[config.mk]
export PLATFORM = sky130hd
export DESIGN_NAME = btb_bimodal
export DESIGN_NICKNAME = d
export VERILOG_FILES = /design/src/rtl/btb_bimodal.sv
export SDC_FILE = /design/constraint.sdc
export NUM_CORES = 1
export LEC_CHECK = 0
export CAP_MARGIN = 20
export CORE_MARGIN = 2
export CORE_UTILIZATION = 40
export CTS_BUF_LIST = sky130_fd_sc_hd__clkbuf_2 sky130_fd_sc_hd__clkbuf_4 sky130_fd_sc_hd__clkbuf_8
export DETAILED_ROUTE_END_ITERATION = 7
export DONT_BUFFER_PORTS = 1
export GPL_TIMING_DRIVEN = 1
export PLACE_DENSITY_LB_ADDON = 0.25
export RECOVER_POWER = 100
export SETUP_SLACK_MARGIN = 0.5
export SLEW_MARGIN = 20
export SYNTH_ARGS = -nofsm -noshare
export SYNTH_HDL_FRONTEND = slang
export SYNTH_SLANG_ARGS = --single-unit
[constraint.sdc]
create_clock -name clk -period 8.2 [get_ports clk]
set_input_delay 1.64 -clock clk [delete_from_list [all_inputs] [get_ports clk]]
set_output_delay 1.64 -clock clk [all_outputs]
set_load 0.01 [all_outputs]
[src/rtl/btb_bimodal.sv]
`default_nettype none
// ============================================================================
//  Module   : btb_bimodal
//  Purpose  : Fetch-stage branch predictor. Direct-mapped branch target
//             buffer with one 2-bit saturating direction counter per entry.
//             Lookup is combinational on the fetch PC; training comes from
//             branch outcomes resolved in execute.
//  Ports    :
//    clk        - clock, all state updates on rising edge
//    rstn       - asynchronous active-low reset
//    stall      - pipeline stall, blocks table updates
//    clr        - synchronous invalidate-all (fence.i)
//    fpc        - fetch PC to predict for
//    pred       - 1 = predicted taken
//    next_pc    - predicted next fetch PC
//    hit        - fpc matched a valid entry
//    upd_valid  - a resolved control-flow instruction is presented
//    upd_pc     - PC of the resolved instruction
//    upd_taken  - actual outcome
//    upd_target - actual taken target (bit 0 ignored)
//  Revision : 1.0 - initial release
// ============================================================================
module btb_bimodal #(
  parameter int ENTRIES = 16,
  parameter int IDX_W   = $clog2(ENTRIES)
) (
  input  logic        clk,
  input  logic        rstn,
  input  logic        stall,
  input  logic        clr,
  input  logic [31:0] fpc,
  output logic        pred,
  output logic [31:0] next_pc,
  output logic        hit,
  input  logic        upd_valid,
  input  logic [31:0] upd_pc,
  input  logic        upd_taken,
  input  logic [31:0] upd_target
);

  localparam int TAG_W = 30 - IDX_W;

  localparam logic [1:0] CTR_WEAK_NT = 2'b01;
  localparam logic [1:0] CTR_WEAK_T  = 2'b10;
  localparam logic [1:0] CTR_MAX     = 2'b11;
  localparam logic [1:0] CTR_MIN     = 2'b00;

  logic [ENTRIES-1:0] valid_q;
  logic [1:0]         ctr_q [ENTRIES];
  logic [TAG_W-1:0]   tag_q [ENTRIES];
  logic [30:0]        tgt_q [ENTRIES];

  // ---------------------------------------------------------------------------
  // Lookup (no bypass: same-cycle updates are seen only after the edge)
  // ---------------------------------------------------------------------------
  logic [IDX_W-1:0] f_idx;
  logic [TAG_W-1:0] f_tag;

  assign f_idx   = fpc[IDX_W+1:2];
  assign f_tag   = fpc[31:IDX_W+2];
  assign hit     = valid_q[f_idx] && (tag_q[f_idx] == f_tag);
  assign pred    = hit && ctr_q[f_idx][1];
  assign next_pc = pred ? {tgt_q[f_idx], 1'b0} : (fpc + 32'd4);

  // ---------------------------------------------------------------------------
  // Update
  // ---------------------------------------------------------------------------
  logic [IDX_W-1:0] u_idx;
  logic [TAG_W-1:0] u_tag;
  logic             u_hit;
  logic             do_upd;
  logic             wr_data;

  assign u_idx  = upd_pc[IDX_W+1:2];
  assign u_tag  = upd_pc[31:IDX_W+2];
  assign u_hit  = valid_q[u_idx] && (tag_q[u_idx] == u_tag);
  assign do_upd = upd_valid && !stall && !clr;

  // Any taken update writes tag and target: on a hit the tag rewrite is
  // idempotent, on a miss it is the allocation.
  assign wr_data = do_upd && upd_taken;

  // Valid bits and counters carry the reset state.
  always_ff @(posedge clk or negedge rstn) begin
    if (!rstn) begin
      valid_q <= '0;
      for (int i = 0; i < ENTRIES; i++) begin
        ctr_q[i] <= CTR_WEAK_NT;
      end
    end else if (clr) begin
      valid_q <= '0;
    end else if (do_upd) begin
      if (u_hit) begin
        if (upd_taken) begin
          if (ctr_q[u_idx] != CTR_MAX) ctr_q[u_idx] <= ctr_q[u_idx] + 2'd1;
        end else begin
          if (ctr_q[u_idx] != CTR_MIN) ctr_q[u_idx] <= ctr_q[u_idx] - 2'd1;
        end
      end else if (upd_taken) begin
        valid_q[u_idx] <= 1'b1;
        ctr_q[u_idx]   <= CTR_WEAK_T;
      end
    end
  end

  // Tag and target storage needs no reset; it is qualified by valid_q.
  always_ff @(posedge clk) begin
    if (wr_data) begin
      tag_q[u_idx] <= u_tag;
      tgt_q[u_idx] <= upd_target[31:1];
    end
  end

  // Byte-offset bits are intentionally ignored.
  logic unused_bits;
  assign unused_bits = &{1'b0, fpc[1:0], upd_pc[1:0], upd_target[0]};

endmodule
`default_nettype wire

# Word-level counts from Yosys, hierarchy flattened
# Memory sizes are Yosys's and may differ from the RTL's.
# Cells that the tools add are included.
# word_totals
word_cells	85
inputBits	102
reg_bits	48
mem_bits_rw	912
out_inout_bits	34
n_memories	2
# op_classes
mux	28
bitwise	7
reduce_logical	17
n_addsub	3
n_eq_ne	5
n_lt_le_gt_ge	6
# memory_table
name	depth	word_bits	read_ports	rd_ports_with_merged_regs	wr	line_no	rtl
tgt_q	16	31	1	0	1	51	logic [30:0] tgt_q [ENTRIES];
tag_q	16	26	2	0	1	50	logic [TAG_W-1:0] tag_q [ENTRIES];
# op_table
cell	count
two-way mux 32 bit	6
bitwise mux 32 bit	2
two-way mux 16 bit	4
equality test 26 bit	2
adder 32 x 3 -> 32 bit, second input constant	1
bitwise OR 16 bit	2
AND 16 bit	1
binary-select mux 2 bit (select 4 bit)	2
NOT 16 bit	1
greater-or-equal comparator 5 bit, second input constant	2
< comparator 4 x 5 -> 1 bit, second input constant	2
two-way mux 2 bit	5
NOT 4 -> 5 bit	2
nonzero test 2 bit	5
binary-select mux 1 bit (select 4 bit)	2
demux 2 bit (select 4 bit)	1
logical AND 1 bit	8
< comparator 5 x 1 -> 1 bit, second input constant	1
two-way mux 1 bit	5
AND reduction 5 bit	1
demux 1 bit (select 4 bit)	1
greater-or-equal comparator 4 x 1 -> 1 bit, second input constant	1
inequality test 2 bit, second input constant	2
inequality test 3 x 2 -> 1 bit, second input constant	1
other kinds (5)	6

# Longest topological paths before layout
# Gate-level depths: netlist (run 1).
# depth
word_depth	9
mapped_depth	15
mapped_depth_nobuf	10

# Worst setup path before layout (run 1)
# No wires, ideal clock.
# synth_path
kind	input to register
start	input port upd_pc[5]
end	memory tag_q[0][0] (netlist name) (enable)
setup_time_ns	0.542
path_stages	6
path_buffers	3
t_required_ns	7.658
slack_ns	1.101
t_arrival_ns	6.557
cell_sequence	buf_2 > buf_2 > inv_1 > buf_1 > nand2_1 > nor3_1
# synth_rtl
element	line_no	rtl
start: declaration	36	input logic [31:0] upd_pc,
end: declaration	50	
# No word-level cell before the write port.

# Worst setup path after layout (run 1)
# layout_path
start	input port fpc[2]
end	output port pred
# layout_between
elab_cells_between_ends	10
cone_classes	1 x eq/ne; 5 x mux; 1 x bitwise; 2 x reduce/logical; 1 x memory
# layout_rtl
element	line_no	rtl
start: declaration	31	input logic [31:0] fpc,
memory (16 x 26 bit) or binary-select mux 1 bit (select 4 bit) (tied branches)	-	
equality test 26 bit or two-way mux 1 bit (tied branches)	61	assign hit = valid_q[f_idx] && (tag_q[f_idx] == f_tag);
logical AND 1 bit *	61	
named net hit	34	output logic hit,
logical AND 1 bit *	62	assign pred = hit && ctr_q[f_idx][1];
end: declaration	32	output logic pred,
# Mark *: on every way through the listed nets, which the timed path passes. The rest lies on a longest branch. The select of a mux whose other input is x is not followed.

==> results of run 1 <==
[per-stage QoR]
step                      instances  hold WS, ns
after floorplan                2148        0.474
after global placement         3433        0.499
final                          3707        0.494
after CTS                      3703        0.419
after global routing           3706        0.443
after detailed placement       3433        0.504
[critical path, cell delays in order]
cell and delay, ns:
mux4_2 0.50, nor2b_1 0.13, a211oi_1 0.07, a21oi_1 0.63
xnor2_1 0.22, or4b_2 0.60, or4_1 0.44, nor4_1 0.97
and2b_1 0.30
[path summary, 6_finish.rpt]
check / start / end / slack, ns / depth (start not counted)
min in group clk: valid_q[3] / valid_q[3] / 0.53 / 2
worst max register to register: tag_q[9][13] / ctr_q[22] / 3.37 / 10
max in group asynchronous: rstn / ctr_q[20] / 7.47 / 0
worst max-delay path: fpc[2] / pred / 0.78 / 9
worst min register to register: valid_q[3] / valid_q[3] / 0.53 / 2
worst min-delay path: rstn / valid_q[10] / 0.49 / 0
[flip-flops by register name, summed over array words and instances (netlist names)]
| register | flops |
|---|---|
| tgt_q | 496 |
| tag_q | 416 |
| ctr_q | 32 |
| valid_q | 16 |
[cell type report]
class	instances	share of cell area
Inverter	24	0.00224
Multi-Input combinational cell	1029	0.279
Tap cell	1391	0.0372
Antenna cell	3	0.000160
Sequential cell	960	0.611
Timing Repair Buffer	30	0.00286
Clock buffer	202	0.0540
Clock inverter	68	0.0131
[metal layers]
metal,track usage,vias to the layer above,wire length (µm)
met4,0.0674,0,3040
li1,-,9176,-
met1,0.295,12100,48200
met5,0,-,0
met2,0.346,1072,56400
met3,0.0572,190,10200
[cell usage in the layout (no fill, tap or decap), types with 32 or more instances in the layout]
cell and count:
edfxtp_1 912, mux4_2 344, clkbuf_8 162, mux2i_1 109, nor2_1 69, xnor2_1 58
nand2_1 43, clkbuf_4 40, nand3_1 39, mux2_2 39, mux2_1 36, dfrtp_1 32
[where the power goes]
part	total (µW)	switching, µW	internal, µW	leakage [µW]
Combinational	482	209	273	0.00428
Clock	4250	1910	2340	0.00165
Sequential	5410	13.7	5400	0.00880
Total	10100	2130	8010	0.0147
[cell families (layout without fill, tap and decap cells)]
family	count (synthesis)	in the layout	share of synthesized area
AO/OA/AOI/OAI	162	162	0.0289
other	0	3	0
AND/OR/NAND/NOR	244	244	0.0296
multiplexers	537	537	0.233
XOR/XNOR	83	83	0.0171
adder cells (fa/ha/maj)	3	3	0.000881
buffers and inverters	159	324	0.0191
flip-flops	960	960	0.671
==> results.py, run 1 <==
metrics = {
    "sta": {
        "worst_slew_pin_slew_ns": 4.64,
        "maxSlewHeadroom": -2.09,
        "setup_slack_ns": 0.784,
        "period_minus_slack_ns": 7.42,
        "rsz0062_at_grt": "false",
        "tns_ns": 0,
        "clock.fmax_mhz": 135,
        "finalSetupViolCount": 0,
        "finalHoldViolCount": 0,
        "drv_slew": 935,
        "finClkSkew_ns": 0.0495,
        "fin_crit_sh": 0.904,
    },
    "route": {
        "postRouteAntennaNets": 0,
        "post_drt_wl_per_cell_um": 31.8,
        "drt-initial-drc-count": 2516,
        "finalWirelength_um": 118000,
        "viasPerCell": 6.07,
        "drt_pre_antenna_iters": 5,
        "drc_errors": 0,
        "routed-via-count": 22500,
    },
    "yosys": {
        "synthFlopType": "edfxtp_1",
        "syn_area_um2": 42600,
        "synth_area_leaders": "edfxtp_1 (64%), mux4_2 (18%), mux2i_1 (2.6%)",
        "syn_area_per_cell_um2": 19.8,
        "syn_nets": 2253,
        "ys_warn_count": 0,
        "synth_top_area_frac": 0.643,
        "synthDistinctLibCells": 74,
        "synth_common_cells": "edfxtp_1 (912), mux4_2 (344), mux2i_1 (109), nor2_1 (69), mux2_2 (63)",
        "yosysTopAreaCell": "edfxtp_1",
        "synth_seq_cells": 960,
        "yosysSeqAreaShare": 0.671,
        "async_flop_share": 0.0500,
        "synth.most_common_cell": "edfxtp_1",
        "synth_edf_count": 912,
        "synth_cells": 2148,
    },
    "setup_path": {
        "cp_max_fo": 240,
        "worst_ep_arrival_time_ns": 5.78,
        "endpoint_kind": "output pin",
        "criticalPathCategory": "in2out",
        "cp-start-kind": "input port",
        "required_ns": 6.56,
    },
    "finish": {
        "layout-drive-gt1-share": 0.291,
        "finalInstanceArea_um2": 46800,
        "final_util": 0.444,
        "fillers": 9049,
        "seqCellArea_um2": 28600,
        "multi_input_area_um2": 13100,
        "nNetsFinal": 2309,
        "synthToLayoutAreaGrowth_pct": 9.85,
    },
    "placed_design": {
        "dp_hpwl_um": 64400,
        "preCtsSetupSlack_ns": 1.39,
        "io_buffers": 0,
        "gp_congestion": 0.840,
        "dpl-instance-area_um2": 43900,
    },
    "global_route": {
        "grt_overflow_total": 0,
        "grt_max_degree": 241,
        "grt_pass1_wl_um": 169000,
        "grt_pass1_vias": 23500,
        "grtUsageTotal": 0.218,
        "antenna_found_initial": 4,
    },
    "die": {
        "core-area_um2": 105000,
        "fp-row-count": 119,
        "die_y_um": 330,
        "ios": 136,
        "initial_core_util": 0.404,
        "dieArea_um2": 109000,
        "die_w_um": 330,
    },
    "power_and_ir_drop": {
        "cellLeakagePower_uw": 0.0147,
        "p_per_area_nw_per_um2": 217,
        "p_total_uw": 10100,
        "peakVddDrop_mv": 0.162,
    },
    "clock_tree": {
        "clockRootBuffer": "clkbuf_8",
        "path_clk_slew_ns": 0.07,
        "clk_path_buf_depth": 3,
        "cts_resized": 0,
        "clock_latency_ns": 0.84,
        "cts_setup_buffers": 0,
        "cts_buffers": 159,
        "cts_tree": "done",
        "cts-hold-fix-buffers": 0,
        "clkSinkCount": 960,
        "cts_max_level": 4,
    },
    "status": {
        "violations": "capacitance limit, slew limit",
        "status": "finished with violations",
    },
    "job": {
        "cap_violations": 31,
    },
    "worst_hold_path": {
        "hp-class": "in2async",
    },
}
Note: power is estimated with default switching activity, not from simulation.
==> run 2, diff against run 1 <==
CAP_MARGIN = 40   (was 20)
HOLD_SLACK_MARGIN = 0.15   (was not set)
PLACE_DENSITY_LB_ADDON = 0.15   (was 0.25)
==> results.py, run 2 (synthesized netlist as in run 1, its figures left out) <==
metrics = {
    "clock_tree": {
        "cts_buffers": 163,
        "cts_max_level": 4,
        "cts_setup_buffers": 0,
        "clockRootBuffer": "clkbuf_8",
        "cts_resized": 0,
        "cts_tree": "done",
        "clock_latency_ns": 0.84,
        "cts-hold-fix-buffers": 0,
        "clk_path_buf_depth": 3,
        "path_clk_slew_ns": 0.06,
        "clkSinkCount": 960,
    },
    "placed_design": {
        "io_buffers": 0,
        "gp_congestion": 0.802,
        "dp_hpwl_um": 66900,
        "preCtsSetupSlack_ns": 1.35,
        "dpl-instance-area_um2": 44100,
    },
    "power_and_ir_drop": {
        "p_int_uw": 7930,
        "power.combinational.fraction": 0.048,
        "peakVddDrop_mv": 0.126,
        "pwr-share-clk": 0.416,
        "p_per_area_nw_per_um2": 215,
        "power.switching_uw": 2170,
        "sw_frac_of_total": 0.215,
        "p_seq_frac": 0.536,
        "cellLeakagePower_uw": 0.0148,
    },
    "sta": {
        "clock.fmax_mhz": 133,
        "maxSlewHeadroom": -1.22,
        "finalSetupViolCount": 0,
        "finClkSkew_ns": 0.0650,
        "tns_ns": 0,
        "worst_slew_pin_slew_ns": 3.33,
        "period_minus_slack_ns": 7.54,
        "setup_slack_ns": 0.661,
        "finalHoldViolCount": 0,
        "fin_crit_sh": 0.919,
        "finalHoldWorstSlack_ns": 0.501,
        "drv_slew": 962,
        "rsz0062_at_grt": "false",
    },
    "setup_path": {
        "required_ns": 6.56,
        "cp-start-kind": "input port",
        "endpoint_kind": "output pin",
        "cp_max_fo": 240,
        "criticalPathCategory": "in2out",
        "worst_ep_arrival_time_ns": 5.90,
    },
    "status": {
        "status": "finished with violations",
        "violations": "capacitance limit, slew limit",
    },
    "finish": {
        "reg_top3": "tgt_q: 496 flops, tag_q: 416 flops, ctr_q: 32 flops",
        "finalInstanceArea_um2": 46900,
        "final_common_cell": "edfxtp_1",
        "regMostFlops": "tgt_q",
        "final_cell_mix": "edfxtp_1 (912), mux4_2 (344), clkbuf_8 (172)",
        "nNetsFinal": 2325,
        "layout-drive-gt1-share": 0.296,
        "synthToLayoutAreaGrowth_pct": 10.1,
        "largest_reg_flops": 496,
    },
    "route": {
        "finalWirelength_um": 122000,
        "postRouteAntennaNets": 0,
        "post_drt_wl_per_cell_um": 32.5,
        "drt_pre_antenna_iters": 6,
        "viasPerCell": 6.01,
        "routed-via-count": 22500,
        "drt-initial-drc-count": 2308,
        "drc_errors": 0,
    },
    "global_route": {
        "grt_max_degree": 241,
        "antenna_found_initial": 5,
        "grt_pass1_wl_um": 173000,
        "grt_pass1_vias": 23700,
        "grt_overflow_total": 0,
        "grtUsageTotal": 0.225,
    },
    "die": {
        "dieArea_um2": 109000,
        "initial_core_util": 0.404,
        "die_y_um": 330,
        "fp-row-count": 119,
        "ios": 136,
        "core-area_um2": 105000,
        "die_w_um": 330,
    },
    "worst_hold_path": {
        "hp-class": "in2async",
    },
    "job": {
        "cap_violations": 33,
    },
}
==> run 2: cell count changes in the layout (fill, tap and decap cells not counted), moves of 2 or more <==
cell,change
clkbuf_1,+3
clkinvlp_4,-4
clkinv_1,+6
clkbuf_8,+10
clkbuf_2,-2
buf_4,+9
bufinv_16,-9
clkbuf_4,+22
clkinv_2,-12
diode_2,+3
==> run 2: power by group through the flow <==
stage	clock network [µW]	logic (µW)	registers, µW
global route	4500	511	5410
finish	4200	487	5410
detailed placement	0	489	5510
global placement	0	489	5510
CTS	4300	492	5410
floorplan	0	462	5510
==> run 2: path summary, 6_finish.rpt <==
| kind | cells after the start | end | startpoint | slack, ns |
|---|---|---|---|---|
| min reg2reg | 2 | valid_q[15] | valid_q[15] | 0.52 |
| max reg2reg | 11 | ctr_q[16] | tag_q[1][13] | 2.40 |
| min in group clk | 2 | valid_q[15] | valid_q[15] | 0.52 |
| min | 0 | valid_q[12] | rstn | 0.50 |
| max | 9 | pred | fpc[2] | 0.66 |
| max in group asynchronous | 0 | ctr_q[30] | rstn | 7.45 |
==> run 2: per-layer routing <==
metal	GRT usage	share of wire
met4	0.0585	0.021
met2	0.362	0.48
met1	0.310	0.42
met5	0	0.00011
met3	0.0527	0.074
==> run 2: through the flow <==
| stage | instances | utilization | power, µW |
|---|---|---|---|
| 6_report | 3738 | 0.445 | 10100 |
| 5_1_grt | 3733 | 0.445 | 10400 |
| 4_1_cts | 3729 | 0.448 | 10200 |
| 3_5_place_dp | 3443 | 0.418 | 6000 |
| 3_3_place_gp | 3437 | 0.417 | 6000 |
| 2_1_floorplan | 2148 | - | 5970 |
==> run 2: critical path, cell delays in order <==
cell and delay, ns:
mux4_2 0.61, nor2b_1 0.14, a211oi_1 0.22, a21oi_1 0.18
xnor2_1 0.43, or4b_1 0.46, or4_1 0.56, nor4_1 1.06
and2b_1 0.32
==> run 2: area by class of cell <==
cell class / count / area, µm²
diodes: 6 / 15.0
well taps: 1391 / 1740
repair buffers: 42 / 238
clock buffers: 234 / 2830
flip-flops and latches: 960 / 28600
fillers: 9167 / 58500
inverters: 24 / 105
multi-input cells: 1029 / 13100
clock inverters: 52 / 314
